$ cat config.mk
export PLATFORM = sky130hd
export DESIGN_NAME = pace_emitter_flat
export DESIGN_NICKNAME = d
export VERILOG_FILES = /design/src/rtl/pace_emitter_if.sv /design/src/rtl/pace_emitter.sv /design/src/flat_wrapper.sv
export SDC_FILE = /design/constraint.sdc
export NUM_CORES = 1
export LEC_CHECK = 0
export BUFFER_PORTS_ARGS = -buffer_cell sky130_fd_sc_hd__buf_2
export CORE_MARGIN = 8
export CORE_UTILIZATION = 55
export CTS_CLUSTER_DIAMETER = 200
export DETAILED_ROUTE_END_ITERATION = 8
export GPL_ROUTABILITY_DRIVEN = 1
export GPL_TIMING_DRIVEN = 0
export PLACE_DENSITY_LB_ADDON = 0.12
export SLEW_MARGIN = 15
export SYNTH_ARGS = -nofsm -noshare
export SYNTH_HDL_FRONTEND = slang
export SYNTH_SLANG_ARGS = --single-unit
$ cat constraint.sdc
create_clock -name clk -period 2.7 [get_ports clk]
set_clock_uncertainty 0.2 [all_clocks]
set_input_delay 0.405 -clock clk [delete_from_list [all_inputs] [get_ports clk]]
set_output_delay 0.405 -clock clk [all_outputs]
set_load 0.03 [all_outputs]
$ cat src/rtl/pace_emitter_if.sv
// pace_emitter_if -- request/status bundle for the pace emitter.
//   tick_i       : one-clk timebase strobe (slow rate)
//   enable_i     : 1 = pace requests accepted
//   pace_req_i   : pace request, rising edge significant
//   pace_o       : widened pace pulse
//   busy_o       : high while pulsing or blanking
//   dropped_o    : one-clk strobe for a rejected request edge
//   pace_count_o : number of paces emitted (wraps)
// master = request source / observer, slave = pace_emitter.
interface pace_emitter_if;
    logic        tick_i;
    logic        enable_i;
    logic        pace_req_i;
    logic        pace_o;
    logic        busy_o;
    logic        dropped_o;
    logic [15:0] pace_count_o;

    modport master (
        output tick_i, enable_i, pace_req_i,
        input  pace_o, busy_o, dropped_o, pace_count_o
    );

    modport slave (
        input  tick_i, enable_i, pace_req_i,
        output pace_o, busy_o, dropped_o, pace_count_o
    );
endinterface

$ cat src/rtl/pace_emitter.sv
// pace_emitter -- turns a request edge into a pace pulse WIDTH_TICKS timebase
// strobes long, followed by BLANK_TICKS strobes of refractory blanking.
// Request edges arriving while pulsing or blanking are rejected and flagged.
//   clk : single clock
//   rst : asynchronous active-high reset
//   bus : pace_emitter_if.slave (tick/enable/request in, pace/busy/dropped/count out)
module pace_emitter #(
    parameter int unsigned WIDTH_TICKS = 15,
    parameter int unsigned BLANK_TICKS = 150
) (
    input logic           clk,
    input logic           rst,
    pace_emitter_if.slave bus
);

    typedef enum logic [1:0] {IDLE, PULSE, BLANK} state_t;

    // Terminal tick counts; BLANK_LAST is unused when BLANK_TICKS == 0.
    localparam logic [15:0] WIDTH_LAST = 16'(WIDTH_TICKS - 1);
    localparam logic [15:0] BLANK_LAST = 16'(BLANK_TICKS - 1);

    state_t      state;
    logic [15:0] tcnt;
    logic        req_prev;
    logic        req_rise;
    logic        pace_q;
    logic        busy_q;
    logic        dropped_q;
    logic [15:0] pace_count_q;

    // req_prev resets high so a request held through reset must be
    // released and reasserted before it can pace.
    assign req_rise = ~req_prev & bus.pace_req_i;

    always_ff @(posedge clk or posedge rst) begin
        if (rst) begin
            state        <= IDLE;
            tcnt         <= '0;
            req_prev     <= 1'b1;
            pace_q       <= 1'b0;
            busy_q       <= 1'b0;
            dropped_q    <= 1'b0;
            pace_count_q <= '0;
        end else begin
            req_prev  <= bus.pace_req_i;
            dropped_q <= 1'b0;
            case (state)
                IDLE: begin
                    // A tick coinciding with acceptance is not counted.
                    if (req_rise && bus.enable_i) begin
                        state        <= PULSE;
                        tcnt         <= '0;
                        pace_count_q <= pace_count_q + 16'd1;
                        pace_q       <= 1'b1;
                        busy_q       <= 1'b1;
                    end
                end
                PULSE: begin
                    dropped_q <= req_rise;
                    if (bus.tick_i) begin
                        if (tcnt == WIDTH_LAST) begin
                            tcnt   <= '0;
                            pace_q <= 1'b0;
                            if (BLANK_TICKS == 0) begin
                                state  <= IDLE;
                                busy_q <= 1'b0;
                            end else begin
                                state  <= BLANK;
                            end
                        end else begin
                            tcnt <= tcnt + 16'd1;
                        end
                    end
                end
                BLANK: begin
                    // An edge on the exit clk is still rejected.
                    dropped_q <= req_rise;
                    if (bus.tick_i) begin
                        if (tcnt == BLANK_LAST) begin
                            state  <= IDLE;
                            tcnt   <= '0;
                            busy_q <= 1'b0;
                        end else begin
                            tcnt <= tcnt + 16'd1;
                        end
                    end
                end
                default: begin
                    state  <= IDLE;
                    tcnt   <= '0;
                    pace_q <= 1'b0;
                    busy_q <= 1'b0;
                end
            endcase
        end
    end

    assign bus.pace_o       = pace_q;
    assign bus.busy_o       = busy_q;
    assign bus.dropped_o    = dropped_q;
    assign bus.pace_count_o = pace_count_q;

endmodule
$ cat src/flat_wrapper.sv
// flat-port wrapper written by rule: the top's interface ports become plain ports
module pace_emitter_flat 
#(
    parameter int unsigned WIDTH_TICKS = 15,
    parameter int unsigned BLANK_TICKS = 150
)
  (clk, rst, bus_tick_i, bus_enable_i, bus_pace_req_i, bus_pace_o, bus_busy_o, bus_dropped_o, bus_pace_count_o);
  pace_emitter_if bus_i ();
  input logic clk;
  input logic rst;
  input wire logic [$bits(bus_i.tick_i)-1:0] bus_tick_i;
  input wire logic [$bits(bus_i.enable_i)-1:0] bus_enable_i;
  input wire logic [$bits(bus_i.pace_req_i)-1:0] bus_pace_req_i;
  output wire logic [$bits(bus_i.pace_o)-1:0] bus_pace_o;
  output wire logic [$bits(bus_i.busy_o)-1:0] bus_busy_o;
  output wire logic [$bits(bus_i.dropped_o)-1:0] bus_dropped_o;
  output wire logic [$bits(bus_i.pace_count_o)-1:0] bus_pace_count_o;
  assign bus_i.tick_i = bus_tick_i;
  assign bus_i.enable_i = bus_enable_i;
  assign bus_i.pace_req_i = bus_pace_req_i;
  assign bus_pace_o = bus_i.pace_o;
  assign bus_busy_o = bus_i.busy_o;
  assign bus_dropped_o = bus_i.dropped_o;
  assign bus_pace_count_o = bus_i.pace_count_o;
  pace_emitter #(.WIDTH_TICKS(WIDTH_TICKS), .BLANK_TICKS(BLANK_TICKS)) u_core (.clk(clk), .rst(rst), .bus(bus_i));
endmodule
==> summary.txt <==
======================================================================================================
Result of the run                                                                         finished with violations
Violated checks                                                                            hold timing
Largest voltage drop on the vdd net                                                        0.0003169 V
Flip-flop and latch count after synthesis                                                           38
Pins over their slew limit                                                                           0
Number of search-and-repair iterations in the first detailed-routing pass                            5
Slew at the pin with the worst max-slew slack                                                  1016 ps
Count of flip-flops with a built-in enable after synthesis                                           0
Clock Power Share                                                                                32.9%
Total setup buffers inserted after CTS                                                               0
Diode count                                                                                          0
Fraction of power spent switching nets                                                          26.70%
Internal Power                                                                             0.0008924 W
Number of different library cells in the post-synthesis netlist                                     42
Worst hold slack                                                                             -11.82 ps
Boundary pin count                                                                                  24
Most common flop cell mapped by yosys                                                     sky130_fd_sc_hd__dfrtp_1
Unrepaired setup endpoints after global routing                                                     no
Total vias in the final route                                                                     1540
Gate Count Post-Synth                                                                              194
Clock transition at the register clock pins on the worst setup and hold paths after CTS         110 ps
Via count of the first global-routing pass                                                        1444
TritonCTS sink count                                                                                38
Post-Synthesis Net Count                                                                           206
Final critical-path required period                                                            2544 ps
Die outline width                                                                             75.73 µm
Pwr Density                                                                               545.4 nW/µm²
FP Rows                                                                                             21
Sequential Power Share                                                                           54.3%
ANT nets after route                                                                                 0
Ratio of final minimum period to clock period                                                   94.22%
Initial cell density of the core                                                                57.88%
Drt total wl                                                                                  3.954 mm
Share of total power in combinational logic                                                      12.8%
Synth Area per Inst                                                                          10.11 µm²
Highest achievable clock rate                                                                393.1 MHz
Total core area                                                                               3390 µm²
Synth area leader                                                                         sky130_fd_sc_hd__dfrtp_1
Synth warnings                                                                                       0
Average wire per standard cell                                                                14.59 µm
Commonest non-fill, non-tap cell in the layout                                            sky130_fd_sc_hd__dfrtp_1
Number of port buffers                                                                              23
Top cells by area in the synthesized netlist                                              sky130_fd_sc_hd__dfrtp_1, sky130_fd_sc_hd__xnor2_1, sky130_fd_sc_hd__xor2_1, sky130_fd_sc_hd__ha_1, sky130_fd_sc_hd__nand3_1
Highest fanout seen on the critical path                                                            10
Required time at the worst-slack endpoint                                                      2720 ps
Layout cell share with drive strength beyond 1                                                  18.67%
Top cell type's share of synthesized area                                                       47.19%
Die height                                                                                    75.73 µm
Count of unresolved DRC violations after routing                                                     0
Crit Path Category                                                                        flop to flop
H-Tree Level Count                                                                                   2
Leak pwr                                                                                      1.107 nW
Root Driver                                                                               sky130_fd_sc_hd__clkbuf_4
Arrival time at the worst endpoint                                                             2560 ps
Kind of end point of the critical path                                                            flop
Last weighted congestion value of the routability-driven placer                                 0.9227
Maximum clock path buffer count                                                                      2
Total of fill cells in the finished design                                                         269
Synthesis-to-finish area growth                                                                 13.78%
Startpoint types                                                                                  flop
NumNets Final                                                                                      236
Cell area after synthesis                                                                     1962 µm²
Global Route Usage Sum                                                                          14.86%
Clock Latency Late Sink                                                                         340 ps
Worst slew margin relative to its limit                                                         31.63%
Number of buffers created by CTS                                                                     5
Max-Cap Viols                                                                                        0
Net switching component of the power                                                       0.0003251 W
CTS tree                                                                                         built
Die Area                                                                                      5734 µm²
Post-layout util                                                                                65.85%
Vias per cell                                                                                    5.683
Count of final setup violators                                                                       0
Highest-count cells in the layout ignoring fill and taps                                  sky130_fd_sc_hd__dfrtp_1, sky130_fd_sc_hd__buf_2, sky130_fd_sc_hd__nand2_1
Initial antenna violation count                                                                      0
Sum Neg Setup Slack                                                                               0 ps
Post-synthesis async set-or-reset flop share                                                    100.0%
Wire length of the first global-routing pass                                                  6.492 mm
Pin count of the biggest net entering global routing                                                39
Hold crit path type                                                                       input pin to async pin
Sum of net half-perimeters after detailed placement                                           2.816 mm
Number of hold violations in the final report                                                       30
1st-iter DRT viols                                                                                  76
Aggregate global routing overflow                                                                    0
Seq/Total Area, Yosys                                                                           48.53%
======================================================================================================
## flip-flops by register name, summed over array words and instances (netlist names)
| register | count |
|---|---|
| u_core.bus.pace_count_o | 16 |
| u_core.tcnt | 16 |
| u_core.state | 2 |
| u_core.bus.busy_o | 1 |
| u_core.bus.dropped_o | 1 |
| u_core.bus.pace_o | 1 |
| u_core.req_prev | 1 |
## area by class of cell
type / instances / area, µm² / share of cell area [%]
repair buffers: 24 / 125.1 / 5.605
inverters: 14 / 52.55 / 2.354
plain buffers: 3 / 11.26 / 0.5045
clock inverters: 1 / 30.03 / 1.345
multi-input cells: 138 / 948.4 / 42.49
well taps: 46 / 57.56 / 2.578
flip-flops and latches: 38 / 952.2 / 42.66
clock buffers: 7 / 55.05 / 2.466
## timing repair
| action | in CTS | in global routing |
|---|---|---|
| hold buffers | 1 | 0 |
| resized for setup | 1 | 1 |
| setup endpoints to repair | 4 | 6 |
| endpoints found under the hold margin | 1 | 0 |
## synth_stat cells, types with 2 or more instances
library cell               count
sky130_fd_sc_hd__nor4_1        4
sky130_fd_sc_hd__xor2_1       11
sky130_fd_sc_hd__or4bb_1       2
sky130_fd_sc_hd__mux2_2        2
sky130_fd_sc_hd__nor2_1       12
sky130_fd_sc_hd__nand3b_1      2
sky130_fd_sc_hd__o22ai_1       5
sky130_fd_sc_hd__inv_1        14
sky130_fd_sc_hd__and4_1        3
sky130_fd_sc_hd__ha_1          7
sky130_fd_sc_hd__nand4_1       9
sky130_fd_sc_hd__nand2_1      17
sky130_fd_sc_hd__o21ai_0       5
sky130_fd_sc_hd__clkbuf_1      4
sky130_fd_sc_hd__a21oi_1       6
sky130_fd_sc_hd__or4_4         2
sky130_fd_sc_hd__and2_1        2
sky130_fd_sc_hd__a22o_1        2
sky130_fd_sc_hd__nand3_1      14
sky130_fd_sc_hd__dfrtp_1      37
sky130_fd_sc_hd__xnor2_1      11
sky130_fd_sc_hd__and3_1        3
## worst paths after layout
path                                                          from                                      end  slack (ps)  cells past startpoint
min reg2reg                u_core.bus.pace_count_o[15]$_DFFE_PP0P_  u_core.bus.pace_count_o[15]$_DFFE_PP0P_         270                      1
min                                                            rst              u_core.tcnt[14]$_DFFE_PP0P_         -10                      2
max                                     u_core.tcnt[1]$_DFFE_PP0P_               u_core.tcnt[6]$_DFFE_PP0P_         160                      8
min in group clk           u_core.bus.pace_count_o[15]$_DFFE_PP0P_  u_core.bus.pace_count_o[15]$_DFFE_PP0P_         270                      1
max reg2reg                             u_core.tcnt[1]$_DFFE_PP0P_               u_core.tcnt[6]$_DFFE_PP0P_         160                      8
max in group asynchronous                                      rst               u_core.tcnt[6]$_DFFE_PP0P_        1820                      2
## critical path: stages, from the launching register on
cell	delay, ps
sky130_fd_sc_hd__dfrtp_1	440
sky130_fd_sc_hd__inv_1	90
sky130_fd_sc_hd__ha_1	160
sky130_fd_sc_hd__or4bb_1	480
sky130_fd_sc_hd__nor4_1	290
sky130_fd_sc_hd__o22ai_1	170
sky130_fd_sc_hd__clkbuf_1	260
sky130_fd_sc_hd__nand2_1	230
sky130_fd_sc_hd__o22ai_1	120
## cells by family (layout without fill, tap and decap cells)
kind of cell | after synthesis | after routing | share of synthesized area [%]
mux | 3 | 3 | 1.722
fa+ha+maj | 7 | 7 | 4.464
flops | 38 | 38 | 48.53
simple gates | 80 | 80 | 23.34
compound gates | 26 | 26 | 8.674
buf+inv | 18 | 49 | 3.444
xor+xnor | 22 | 22 | 9.821
## routing by layer
layer,wire (µm),global-route usage (%),part of all wire [%],up-vias
li1,-,-,-,752
met1,1829,18.32,46,738
met2,1751,22.82,44,45
met3,314,5.000,7.9,5
met4,59,7.036,1.5,0
met5,0,0,0,-
## power groups by stage
stage	Clock (W)	Sequential (W)	Combinational, W
2_1_floorplan	0	0.000655	0.000122
3_3_place_gp	0	0.000666	0.000149
3_5_place_dp	0	0.000670	0.000154
4_1_cts	0.000414	0.000658	0.000155
5_1_grt	0.000433	0.000667	0.000174
6_report	0.000400	0.000661	0.000156
## metrics by stage
step	total power (W)	instances	cell area, µm²	hold slack, ps	setup WS, ps
after floorplan	0.0007767	194	1962	209.5	377.1
after global placement	0.0008157	263	2135	252.6	34.97
after detailed placement	0.0008234	263	2135	254.0	-53.66
after CTS	0.001228	272	2231	9.320	137.4
after global routing	0.001274	271	2232	41.05	44.96
final	0.001218	271	2232	-11.82	156.1
Power figures use the tool's default switching activity.
